<file path="src/rtl/camera_stream_packer.sv">
// rtl/camera_stream_packer.sv - camera pixel capture, beat packing and Avalon-ST source with output FIFO
// Optional: CAM_PACK_TESTPATTERN_EN substitutes a {line, pixel} counter pattern for cam_d.
module camera_stream_packer #(
    parameter int PIX_W           = 12,
    parameter int PIXELS_PER_BEAT = 4,
    parameter int FIFO_DEPTH      = 16
) (
    input  logic                             clk,
    input  logic                             reset,
    input  logic [PIX_W-1:0]                 cam_d,
    input  logic                             cam_fval,
    input  logic                             cam_lval,
    input  logic                             capture_en,
    input  logic                             single_shot,
    output logic [PIX_W*PIXELS_PER_BEAT-1:0] src_data,
    output logic                             src_valid,
    input  logic                             src_ready,
    output logic                             src_sop,
    output logic                             src_eop,
    output logic                             busy,
    output logic                             frame_done,
    output logic                             frame_ok,
    output logic [15:0]                      line_width,
    output logic [15:0]                      frame_height,
    output logic                             overflow
);
    localparam int DW = PIX_W * PIXELS_PER_BEAT;
    localparam int AW = $clog2(FIFO_DEPTH);
    localparam int IW = (PIXELS_PER_BEAT > 1) ? $clog2(PIXELS_PER_BEAT) : 1;
    localparam logic [IW-1:0] LAST_IDX = IW'(PIXELS_PER_BEAT - 1);
    localparam logic [AW:0]   FULL_CNT = (AW+1)'(FIFO_DEPTH);

    typedef enum logic [2:0] {S_IDLE, S_WAIT_SOF, S_CAPTURE, S_DROP, S_DONE} state_t;
    state_t state_q, state_d;

    logic fval_q, fval_d, fval_p_q, fval_p_d, lval_q, lval_d, lval_p_q, lval_p_d;
    logic cap_q, cap_d, cap_p_q, cap_p_d, ss_q, ss_d;
    logic [DW-1:0] pack_q, pack_d, pk, beat_data;
    logic [IW-1:0] pidx_q, pidx_d, ix;
    logic first_q, first_d, first_eff, had_pix_q, had_pix_d;
    logic [DW-1:0] stg_data_q, stg_data_d;
    logic stg_vld_q, stg_vld_d, stg_sop_q, stg_sop_d, stg_eop_q, stg_eop_d;
    logic [15:0] pix_cnt_q, pix_cnt_d, line_cnt_q, line_cnt_d;
    logic [15:0] line_width_q, line_width_d, frame_height_q, frame_height_d;
    logic overflow_q, overflow_d, frame_ok_q, frame_ok_d;
    logic [AW:0] wr_q, wr_d, rd_q, rd_d;
    logic [DW+1:0] mem_q [FIFO_DEPTH];
    logic [DW+1:0] push_word;
    logic [PIX_W-1:0] pix_val;
    logic fval_rise, fval_fall, lval_rise, lval_fall, pix_vld, sof, cap_act, in_frame, pix_take;
    logic beat_done, push, pop, empty, full, can_push, ovf_evt;

    assign fval_rise = fval_q & ~fval_p_q;
    assign fval_fall = ~fval_q & fval_p_q;
    assign lval_rise = lval_q & ~lval_p_q;
    assign lval_fall = ~lval_q & lval_p_q;
    assign pix_vld   = fval_q & lval_q;
    assign sof       = (state_q == S_WAIT_SOF) & fval_rise;
    assign cap_act   = (state_q == S_CAPTURE) | sof;
    assign in_frame  = (state_q == S_CAPTURE) | (state_q == S_DROP);
    assign pix_take  = cap_act & pix_vld;

`ifdef CAM_PACK_TESTPATTERN_EN
    logic [3:0] line_idx_q, line_idx_d;
    logic [7:0] pattern;
    assign pattern = {line_idx_q, pix_cnt_q[3:0]};
    assign pix_val = PIX_W'(pattern);
    always_comb begin
        line_idx_d = line_idx_q;
        if (fval_rise)
            line_idx_d = '0;
        else if (lval_fall)
            line_idx_d = line_idx_q + 4'd1;
    end
    always_ff @(posedge clk) begin
        if (reset) line_idx_q <= '0;
        else       line_idx_q <= line_idx_d;
    end
`else
    logic [PIX_W-1:0] d_q, d_d;
    assign pix_val = d_q;
    always_comb d_d = cam_d;
    always_ff @(posedge clk) begin
        if (reset) d_q <= '0;
        else       d_q <= d_d;
    end
`endif

    // FIFO occupancy: pointers carry one extra wrap bit
    assign empty    = (wr_q == rd_q);
    assign full     = ((wr_q - rd_q) == FULL_CNT);
    assign pop      = ~empty & src_ready;
    assign can_push = ~full | pop;

    always_comb begin
        fval_d   = cam_fval;
        lval_d   = cam_lval;
        cap_d    = capture_en;
        ss_d     = single_shot;
        fval_p_d = fval_q;
        lval_p_d = lval_q;
        cap_p_d  = cap_q;

        pix_cnt_d = pix_cnt_q;
        if (lval_fall)
            pix_cnt_d = '0;
        else if (pix_vld && pix_cnt_q != 16'hFFFF)
            pix_cnt_d = pix_cnt_q + 16'd1;
        line_width_d = lval_fall ? pix_cnt_q : line_width_q;

        line_cnt_d = line_cnt_q;
        if (fval_rise)
            line_cnt_d = lval_rise ? 16'd1 : 16'd0;
        else if (fval_fall)
            line_cnt_d = '0;
        else if (lval_rise && fval_q && line_cnt_q != 16'hFFFF)
            line_cnt_d = line_cnt_q + 16'd1;
        frame_height_d = fval_fall ? line_cnt_q : frame_height_q;
    end

    always_comb begin
        pk        = sof ? '0 : pack_q;
        ix        = sof ? '0 : pidx_q;
        beat_done = 1'b0;
        beat_data = '0;
        if (pix_take) begin
            pk[int'(ix)*PIX_W +: PIX_W] = pix_val;
            if (ix == LAST_IDX) begin
                beat_done = 1'b1;
                beat_data = pk;
                pk        = '0;
                ix        = '0;
            end else begin
                ix = ix + 1'b1;
            end
        end else if (state_q == S_CAPTURE && lval_fall && ix != '0) begin
            beat_done = 1'b1;
            beat_data = pk;
            pk        = '0;
            ix        = '0;
        end
        pack_d = pk;
        pidx_d = ix;

        // Staged beat leaves only once its successor exists or the frame has ended
        first_eff  = sof | first_q;
        first_d    = first_eff;
        stg_data_d = stg_data_q;
        stg_vld_d  = stg_vld_q;
        stg_sop_d  = stg_sop_q;
        stg_eop_d  = stg_eop_q;
        push       = 1'b0;
        push_word  = '0;
        ovf_evt    = 1'b0;
        if (beat_done) begin
            if (stg_vld_q && !can_push) begin
                ovf_evt   = 1'b1;
                stg_eop_d = 1'b1;
            end else begin
                push       = stg_vld_q;
                push_word  = {stg_sop_q, stg_eop_q, stg_data_q};
                stg_data_d = beat_data;
                stg_vld_d  = 1'b1;
                stg_sop_d  = first_eff;
                stg_eop_d  = 1'b0;
                first_d    = 1'b0;
            end
        end else if (stg_vld_q && stg_eop_q && can_push) begin
            push      = 1'b1;
            push_word = {stg_sop_q, stg_eop_q, stg_data_q};
            stg_vld_d = 1'b0;
            stg_sop_d = 1'b0;
            stg_eop_d = 1'b0;
        end
        if (in_frame && fval_fall && stg_vld_d)
            stg_eop_d = 1'b1;

        wr_d = wr_q + {{AW{1'b0}}, push};
        rd_d = rd_q + {{AW{1'b0}}, pop};

        had_pix_d = sof ? pix_take : (had_pix_q | pix_take);
        overflow_d = (sof ? 1'b0 : overflow_q) | ovf_evt;
        frame_ok_d = (state_q == S_DONE) ? (~overflow_q & had_pix_q) : frame_ok_q;
    end

    always_comb begin
        state_d = state_q;
        case (state_q)
            S_IDLE:     if (cap_q && (!ss_q || !cap_p_q)) state_d = S_WAIT_SOF;
            S_WAIT_SOF: if (fval_rise) state_d = S_CAPTURE;
                        else if (!cap_q) state_d = S_IDLE;
            S_CAPTURE:  if (fval_fall) state_d = S_DONE;
                        else if (ovf_evt) state_d = S_DROP;
            S_DROP:     if (fval_fall) state_d = S_DONE;
            S_DONE:     state_d = (cap_q && !ss_q) ? S_WAIT_SOF : S_IDLE;
            default:    state_d = S_IDLE;
        endcase
    end

    always_ff @(posedge clk) begin
        if (reset) begin
            state_q        <= S_IDLE;
            fval_q         <= 1'b0;
            lval_q         <= 1'b0;
            fval_p_q       <= 1'b0;
            lval_p_q       <= 1'b0;
            cap_q          <= 1'b0;
            cap_p_q        <= 1'b0;
            ss_q           <= 1'b0;
            pack_q         <= '0;
            pidx_q         <= '0;
            first_q        <= 1'b0;
            had_pix_q      <= 1'b0;
            stg_data_q     <= '0;
            stg_vld_q      <= 1'b0;
            stg_sop_q      <= 1'b0;
            stg_eop_q      <= 1'b0;
            pix_cnt_q      <= '0;
            line_cnt_q     <= '0;
            line_width_q   <= '0;
            frame_height_q <= '0;
            overflow_q     <= 1'b0;
            frame_ok_q     <= 1'b0;
            wr_q           <= '0;
            rd_q           <= '0;
        end else begin
            state_q        <= state_d;
            fval_q         <= fval_d;
            lval_q         <= lval_d;
            fval_p_q       <= fval_p_d;
            lval_p_q       <= lval_p_d;
            cap_q          <= cap_d;
            cap_p_q        <= cap_p_d;
            ss_q           <= ss_d;
            pack_q         <= pack_d;
            pidx_q         <= pidx_d;
            first_q        <= first_d;
            had_pix_q      <= had_pix_d;
            stg_data_q     <= stg_data_d;
            stg_vld_q      <= stg_vld_d;
            stg_sop_q      <= stg_sop_d;
            stg_eop_q      <= stg_eop_d;
            pix_cnt_q      <= pix_cnt_d;
            line_cnt_q     <= line_cnt_d;
            line_width_q   <= line_width_d;
            frame_height_q <= frame_height_d;
            overflow_q     <= overflow_d;
            frame_ok_q     <= frame_ok_d;
            wr_q           <= wr_d;
            rd_q           <= rd_d;
        end
    end

    always_ff @(posedge clk) begin
        if (push)
            mem_q[wr_q[AW-1:0]] <= push_word;
    end

    assign src_valid = ~empty;
    assign {src_sop, src_eop, src_data} = empty ? '0 : mem_q[rd_q[AW-1:0]];
    assign busy         = (state_q != S_IDLE);
    assign frame_done   = (state_q == S_DONE);
    assign frame_ok     = frame_ok_q;
    assign line_width   = line_width_q;
    assign frame_height = frame_height_q;
    assign overflow     = overflow_q;
endmodule
</file>
<file path="config.mk">
export PLATFORM = sky130hd
export DESIGN_NAME = camera_stream_packer
export DESIGN_NICKNAME = d
export VERILOG_FILES = /design/src/rtl/camera_stream_packer.sv
export SDC_FILE = /design/constraint.sdc
export NUM_CORES = 1
export LEC_CHECK = 0
export CAP_MARGIN = 5
export CORE_ASPECT_RATIO = 0.7
export CORE_MARGIN = 3
export CORE_UTILIZATION = 57
export CTS_CLUSTER_DIAMETER = 50
export DETAILED_ROUTE_END_ITERATION = 16
export DONT_BUFFER_PORTS = 1
export PLACE_DENSITY = 0.75
export SETUP_SLACK_MARGIN = 0.02
export SLEW_MARGIN = 5
export SYNTH_ARGS = -nofsm -noshare
export SYNTH_HDL_FRONTEND = slang
export SYNTH_SLANG_ARGS = --single-unit
</file>
<file path="constraint.sdc">
create_clock -name clk -period 8.45 [get_ports clk]
set_input_delay 2.535 -clock clk [delete_from_list [all_inputs] [get_ports clk]]
set_output_delay 2.535 -clock clk [all_outputs]
set_load 0.01 [all_outputs]
</file>
== Word level (Yosys, flattened, before mapping) ==
Memories as Yosys holds them, arrays and structs flattened. A register that Yosys moved wholly into a read port is not among the register bits.
Cells that the tools add are included.
Word-level totals
  memories: 1
  register bits: 201
  bits in writable memories: 800
  word-level logic and storage cells: 150
  input port bits: 19
Operators by class
  shift operators: 2
  $mul: 1
  add/subtract/negate cells: 7
  multiplexer cells: 51
  bitwise operators: 23
  equality and inequality tests: 14
  reductions and logical operators: 26
Memories
  mem_q: depth 16, bits a word 50, rd ports 1, clocked after memory_dff 1, wr ports 1, RTL line 47  | logic [DW+1:0] mem_q [FIFO_DEPTH];
Operators by type and width (number)
  two-way mux 48 bit: 7
  two-way mux 50 bit: 4
  bitwise mux 48 bit: 1
  two-way mux 16 bit: 3
  variable shift 12 x 33 -> 48 bit, first input constant: 1
  variable part select 12 x 33 -> 48 bit: 1
  negation 6 -> 33 bit: 1
  adder 16 x 1 -> 16 bit, second input constant: 2
  inequality test 16 bit, second input constant: 2
  two-way mux 1 bit: 24
  two-way mux 3 bit: 6
  one-hot mux 3 bit (5 select lines): 1
  logical AND 1 bit: 12
  adder 5 x 1 -> 5 bit: 2
  AND 1 bit: 9
  nonzero test 3 bit: 3
  two-way mux 2 bit: 4
  NOT 1 bit: 8
  == test 3 x 2 -> 1 bit, second input constant: 2
  inequality test 2 bit, second input constant: 3
  inequality test 3 bit, second input constant: 2
  OR 1 bit: 6
  == test 5 bit: 1
  == test 5 bit, second input constant: 1
  14 further kinds: 18

== Longest topological paths before layout ==
Gate-level depths: netlist of run 1.
  depth in word-level cells: 12
  mapped depth: 18
  depth with buffers taken out: 16

== Worst setup path after synthesis of run 1 ==
Ideal clock, no wire load.
  path type: input to register
  start: in src_ready
  end: mem mem_q[10][0] (netlist bit), enable pin
  data arrival time: 7.831 ns
  cell stages on the path: 4
  path slack: 0.038 ns
  required time: 7.868 ns
  library setup time: 0.582 ns
  path through: a2111o_1 buf_2 o221ai_2 nor4_1
Between the ends
  word-level cells in the longest chain between the ends: 8
  elaborated cells between the ends (all ways): 10
  classes of those cells: mux: 5; bitwise: 2; reduce/logical: 3
RTL lines
  start: declaration: RTL line 17  | input logic src_ready,
  AND 1 bit *: RTL line 92  | assign pop = ~empty & src_ready;
  OR 1 bit *: RTL line 93  | assign can_push = ~full | pop;
  zero test 1 bit: RTL line 156  | if (stg_vld_q && !can_push) begin
  logical AND 1 bit: RTL line 156
  two-way mux 1 bit: RTL line 156
  two-way mux 1 bit *: RTL line 155  | if (beat_done) begin
  two-way mux 1 bit *: RTL line 255  | if (push)
  two-way mux 1 bit (implied by the code) *: RTL line 256  | mem_q[wr_q[AW-1:0]] <= push_word;
  end: declaration: RTL line 47
Mark *: on every way between the ends. The rest lies on a longest branch, timed or not.

== Worst setup path in the final report of run 1 ==
  start: reg rd_q[3]
  end: out src_data[41]
Between the ends
  word-level cells in the longest chain between the ends: 2
RTL lines
  start: declaration: RTL line 46  | logic [AW:0] wr_q, wr_d, rd_q, rd_d;
  start signal: assignment: RTL line 250  | rd_q <= rd_d;
  == test 5 bit: RTL line 90  | assign empty = (wr_q == rd_q);
  two-way mux 50 bit: RTL line 260  | assign {src_sop, src_eop, src_data} = empty ? '0 : mem_q[rd_q[AW-1:0]];
  end: declaration: RTL line 15  | output logic [PIX_W*PIXELS_PER_BEAT-1:0] src_data,
No other way between the ends.

==> run_results.csv, run 1 <==
group,metric,value,unit
status,status,"finished clean",
setup_path,cpMaxStageDelayCell,"dfxtp_4",
clocking,ctsResizeCount,0,
setup_path,crit_path_end_kind,"output port",
route,drc,0,
clocking,clock_latency,0.66,ns
synth,synth_warnings,0,
synth,synth-compound-area-share,0.0428,
worst_hold_path,hold_path.class,"register to register",
power_and_ir_drop,power.leakage,15.2,nW
sta,fmax,159,MHz
global_route,grt_antenna_before_repair,9,
setup_path,crit_path_max_incr_delay,1.08,ns
route,post_drt_wl_per_cell,27.3,um
global_route,grt.total_usage,0.249,
synth,muxShareOfSynthArea,0.147,
route,viasPerCell,6.46,
sta,slew_headroom,0.156,
synth,netlist.area_leader.share,0.606,
synth,syn-cell-area,39600,um^2
synth,syn_inst,2244,
global_route,grt_pass1_wl,134000,um
cells_and_area,syn2layout_area_growth,10.1,%
synth,synth_fa_ha_area_frac,0.00537,
synth,synth_most_common_cell,"edfxtp_1",
setup_path,critPathKind,"register to output port",
global_route,gr-total-overflow,0,
sta,tightestPinTransition,1.27,ns
global_route,grt_max_degree,153,
clocking,clk_pin_slew,0.07,ns
sta,hold_slack,0.470,ns
sta,fin_crit,6.28,ns
clocking,cts_buffer_depth,3,
clocking,post-cts-setup-buffers,0,
route,drt_iter0_drc,2540,
synth,ys_ff_latch,1001,
route,vias,20900,
synth,synthTopCellsByArea,"edfxtp_1 61%, mux4_2 14%, dfxtp_1 10%, and2_1 1.6%, nor2_1 1.2%",
synth,yosys.area_share.simple,0.0755,
clocking,cts-buffers-inserted,91,
clocking,cts_tree,"built",
power_and_ir_drop,powerDensity,215,nW/um^2
synth,synth_top_cell_by_area,"edfxtp_1",
synth,syn_area_per_cell,17.7,um^2
global_route,grtUsageMet3,0.0543,
setup_path,cp_max_fo,52,
setup_path,worstSetupStartpointType,"register",
global_route,use_met2,0.392,
power_and_ir_drop,power.total,9.36,mW
setup_path,crit_arrival,3.75,ns
floorplanning,coreArea,68500,um^2
synth,synth-main-ff-cell,"edfxtp_1",
synth,synth_common_cells,"800 x edfxtp_1, 250 x mux4_2, 201 x dfxtp_1, 125 x nor2_1, 103 x and2_1",
clocking,cts_sinks,1001,
global_route,top_usage_layer,"met2",
route,routed_wl,88300,um
sta,hold_violations,0,
cells_and_area,drive_above_1_share,0.223,
cells_and_area,post-route-util,0.637,
floorplanning,die_x,321,um
synth,yosysSeqAreaShare,0.708,
clocking,cts_hold_buf,0,
placement,hpwlAfterDp,49200,um
floorplanning,pin_count,106,
sta,fin_setup_tns,0,ns
setup_path,cp.required,5.92,ns
job,max_cap_viol_count,0,
global_route,use_met1,0.362,
clocking,cts_max_level,3,
placement,port_buffers,0,
synth,yosysUniqueCellTypes,73,
route,ant_nets,0,
floorplanning,dieArea,72800,um^2
floorplanning,initial_core_util,0.579,
sta,finalMaxSlewViolations,0,
sta,setup_viol,0,
synth,synth_edf_count,800,
power_and_ir_drop,peakVddDrop,0.000198,V
sta,rsz0062_at_grt,"false",
placement,gp_congestion,0.991,
sta,fin_crit_sh,0.744,
synth,syn_nets,2280,
cells_and_area,nNetsFinal,2281,
sta,fin_worst_skew,0.0209,ns
floorplanning,rows,80,
floorplanning,die_h,227,um
synth,synth_xor_area_frac,0.00508,
setup_path,crit_chain,"inv_1 > ha_1 > nand2_1 > or3_2 > buf_4 > and2_1",
clocking,cts_root_buffer,"clkbuf_16",
synth,synth_top_family_by_area,"multiplexers",
global_route,grt_pass1_vias,21000,
synth,synthArstFlopShare,0,
route,first_pass_iters,5,
## metrics by stage
stage                     cells  worst slack [ns]  cell area [um^2]
after floorplan            2244            0.0375             39600
after global placement     3054              2.81             40700
after detailed placement   3054              2.71             40700
after CTS                  3225              2.07             43600
after global routing       3229              1.97             43600
final                      3230              2.17             43600
## layout make-up
type	instances	area [um^2]
flip-flops and latches	1001	28100
fillers	4691	24800
multi-input cells	1081	11000
clock buffers	117	2510
well taps	902	1130
clock inverters	54	448
repair buffers	44	355
inverters	26	100
diodes	5	12.5
## path summary, 6_finish.rpt
path / start / end / slack, ns / cells past startpoint
setup / recovery: rd_q[3] / src_data[41] / 2.17 / 6
hold / removal: pack_q[22] / pack_q[22] / 0.47 / 2
setup reg to reg: fval_p_d / mem_q[0][1] / 2.49 / 13
hold reg to reg: pack_q[22] / pack_q[22] / 0.47 / 2
## worst max-delay path, delay by kind of cell (launching register included)
kind | cells | cell delay (ns)
DFF | 1 | 1.08
and+or+nand+nor | 3 | 1.00
buffers and inverters | 2 | 0.55
adders and majority gates | 1 | 0.39
## layer usage
metal	wire, um	vias up
met1	36300	10800
met5	54	-
met4	1760	8
li1	-	8970
met3	7780	155
met2	42400	955
## sequential cells by signal, indices dropped and copies added (netlist names), 12 cells and up
signal        count
mem_q           800
pack_q           48
stg_data_q       48
frame_height     16
line_cnt_q       16
line_width       16
pix_cnt_q        16
d_q              12
## cells by family (layout without fill, tap and decap cells)
logic type | after synthesis | in the layout
compound gates | 234 | 234
fa+ha+maj | 17 | 17
other cells | 0 | 5
buf+inv | 162 | 241
simple gates | 538 | 538
flops | 1001 | 1001
mux | 269 | 269
xor+xnor | 23 | 23
## where the power goes
| group | total [mW] | internal (mW) | switching (mW) | leakage [nW] |
|---|---|---|---|---|
| clock network | 4.05 | 2.25 | 1.80 | 1.43 |
| registers | 5.26 | 5.25 | 0.0124 | 10.6 |
| logic | 0.0493 | 0.0160 | 0.0333 | 3.20 |
## placed cells by master, fill, tap and decap left out, types with 8 or more instances in the layout
cell type	count
nand2_1	84
edfxtp_1	800
nor3_2	48
nor2b_1	36
clkinv_2	19
a22oi_1	10
clkbuf_1	17
and3_1	16
a22o_1	27
nand4_1	13
nor2_1	124
clkbuf_16	95
buf_4	42
clkinvlp_4	11
xnor2_1	8
and2_1	103
clkinv_1	10
nand3_1	24
a211oi_1	9
nor3_1	15
mux4_2	250
mux2i_1	19
dfxtp_1	198
nand2b_1	16
ha_1	17
a32o_1	12
or4_1	9
a221oi_1	33
o21ai_0	25
inv_1	23
xor2_1	15
or3_1	10
a21oi_1	66
Note: power is estimated with default switching activity, not from simulation.
==> run 2, diff against run 1 <==
--- a/config.mk
+++ b/config.mk
@@ -8,11 +8,11 @@
 export CAP_MARGIN = 5
 export CORE_ASPECT_RATIO = 0.7
 export CORE_MARGIN = 3
-export CORE_UTILIZATION = 57
+export CORE_UTILIZATION = 60
 export CTS_CLUSTER_DIAMETER = 50
 export DETAILED_ROUTE_END_ITERATION = 16
 export DONT_BUFFER_PORTS = 1
-export PLACE_DENSITY = 0.75
+export PLACE_DENSITY = 0.76
 export SETUP_SLACK_MARGIN = 0.02
 export SLEW_MARGIN = 5
 export SYNTH_ARGS = -nofsm -noshare
==> constraint.sdc (replaced) <==
create_clock -name clk -period 6 [get_ports clk]
set_input_delay 1.8 -clock clk [delete_from_list [all_inputs] [get_ports clk]]
set_output_delay 1.8 -clock clk [all_outputs]
set_load 0.01 [all_outputs]
==> run 2 against run 1 <==
First-iteration DRC count is 0.55% lower. Non-clock buffer count increased by 12. Cell count fell by 0.43%. Clock skew is 0.0085 ns higher. Hold slack worse by 0.016 ns. Largest cell class unchanged. Cell area rose by 0.58%. Global-route usage up 2.1 points. Core utilization up 3.7 points. Flip-flop and latch count stayed put. Via count rose by 1.6%. Power is 43% higher. Sequential power increased by 41%.
==> run_results.csv, run 2 (synthesized netlist as in run 1, its figures left out) <==
group,metric,value,unit
setup_path,crit_path_end_kind,"output port",
setup_path,regToRegSetupSlack,1.27,ns
cells_and_area,layout_commonest_cell,"edfxtp_1",
placement,dpl_cell_area,40800,um^2
route,viasPerCell,6.59,
worst_hold_path,hold_path.class,"register to register",
floorplanning,rows,78,
route,post_drt_wl_per_cell,28.7,um
global_route,grt_pass1_wl,139000,um
clocking,cts-buffers-inserted,91,
sta,rsz0062_at_grt,"false",
sta,fin_worst_skew,0.0293,ns
sta,setup_viol,0,
setup_path,cp_max_fo,56,
cells_and_area,syn2layout_area_growth,10.7,%
clocking,cts_sinks,1001,
floorplanning,die_x,313,um
global_route,gr-total-overflow,0,
cells_and_area,largest_register_ffs,800,
sta,fmax,194,MHz
floorplanning,dieArea,69200,um^2
power_and_ir_drop,peakVddDrop,0.000301,V
cells_and_area,drive_above_1_share,0.224,
global_route,grt_antenna_before_repair,8,
setup_path,cp.required,4.20,ns
floorplanning,initial_core_util,0.609,
placement,dp_slack,1.43,ns
clocking,ctsResizeCount,0,
floorplanning,coreArea,65100,um^2
floorplanning,pin_count,106,
placement,port_buffers,0,
sta,tightestPinTransition,1.21,ns
sta,fin_crit,5.15,ns
status,status,"finished clean",
cells_and_area,most-common-layout-cells,"800 x edfxtp_1, 250 x mux4_2, 198 x dfxtp_1, 124 x nor2_1, 103 x and2_1",
setup_path,crit_arrival,3.35,ns
cells_and_area,nNetsFinal,2293,
clocking,cts_buffer_depth,3,
route,drt_iter0_drc,2526,
route,routed_wl,92200,um
global_route,grt.total_usage,0.270,
clocking,clock_latency,0.65,ns
sta,slew_headroom,0.192,
sta,finalMaxSlewViolations,0,
clocking,post-cts-setup-buffers,0,
route,vias,21200,
floorplanning,die_h,221,um
clocking,clk_pin_slew,0.06,ns
sta,worst_slack,0.849,ns
clocking,cts_max_level,3,
placement,gp_congestion,0.977,
route,ant_nets,0,
sta,hold_violations,0,
clocking,cts_tree,"built",
global_route,grt_max_degree,153,
setup_path,worstSetupStartpointType,"register",
route,drc,0,
global_route,grt_pass1_vias,21200,
sta,fin_crit_sh,0.858,
placement,hpwlAfterDp,50500,um
power_and_ir_drop,power.total,13.4,mW
route,first_pass_iters,5,
setup_path,critPathKind,"register to output port",
clocking,cts_root_buffer,"clkbuf_16",
clocking,cts_hold_buf,0,
job,max_cap_viol_count,0,
power_and_ir_drop,powerDensity,305,nW/um^2
cells_and_area,design_area,43900,um^2
power_and_ir_drop,power.leakage,15.5,nW
-- run 2: cell types whose count changed in the layout (fill, tap and decap cells not counted), sizes merged --
cell	delta
buf	+11
bufinv	+5
clkbuf	+4
clkinv	-3
clkinvlp	-7
diode	-3
inv	+1
-- run 2: stage by stage --
step	util	cells	hold slack [ns]	setup TNS, ns
6_report	0.674	3216	0.454	0
5_1_grt	0.674	3216	0.481	0
4_1_cts	0.674	3213	0.452	0
3_5_place_dp	0.627	3043	0.443	0
3_3_place_gp	0.627	3043	0.440	0
2_1_floorplan	-	2244	0.424	-540.97
-- run 2: worst max-delay path: stages (launching register included) --
cell and delay [ns]:
dfxtp_4 0.72, buf_4 0.72, mux4_2 0.42, mux4_2 0.55
and2_1 0.23
-- run 2: final cells by class --
| class | count | area (um^2) |
|---|---|---|
| clock buffer | 120 | 2510 |
| inverter | 26 | 100 |
| fill | 4177 | 21200 |
| clock inverter | 50 | 537 |
| multi-input combinational | 1081 | 11100 |
| timing repair buffer | 56 | 505 |
| sequential | 1001 | 28100 |
| antenna | 2 | 5.00 |
| tap | 880 | 1100 |
-- run 2: per-layer routing --
metal | GRT usage | up-vias | share of wire
met4 | 0.0760 | 6 | 0.025
li1 | - | 8994 | -
met3 | 0.0507 | 161 | 0.089
met5 | 0 | - | 0.00037
met2 | 0.422 | 1049 | 0.48
met1 | 0.398 | 11000 | 0.40
-- run 2: worst paths after layout --
| check | startpoint | end | cells after the start |
|---|---|---|---|
| hold reg to reg | pack_q[22] | pack_q[22] | 2 |
| setup / recovery | rd_q[1] | src_data[43] | 4 |
| hold / removal | pack_q[22] | pack_q[22] | 2 |
| setup reg to reg | fval_p_q | mem_q[0][45] | 13 |
-- run 2: power by group --
group	switching [mW]	total [mW]	internal, mW
clock	2.53	5.89	3.36
sequential	0.0160	7.41	7.39
combinational	0.0458	0.0685	0.0226
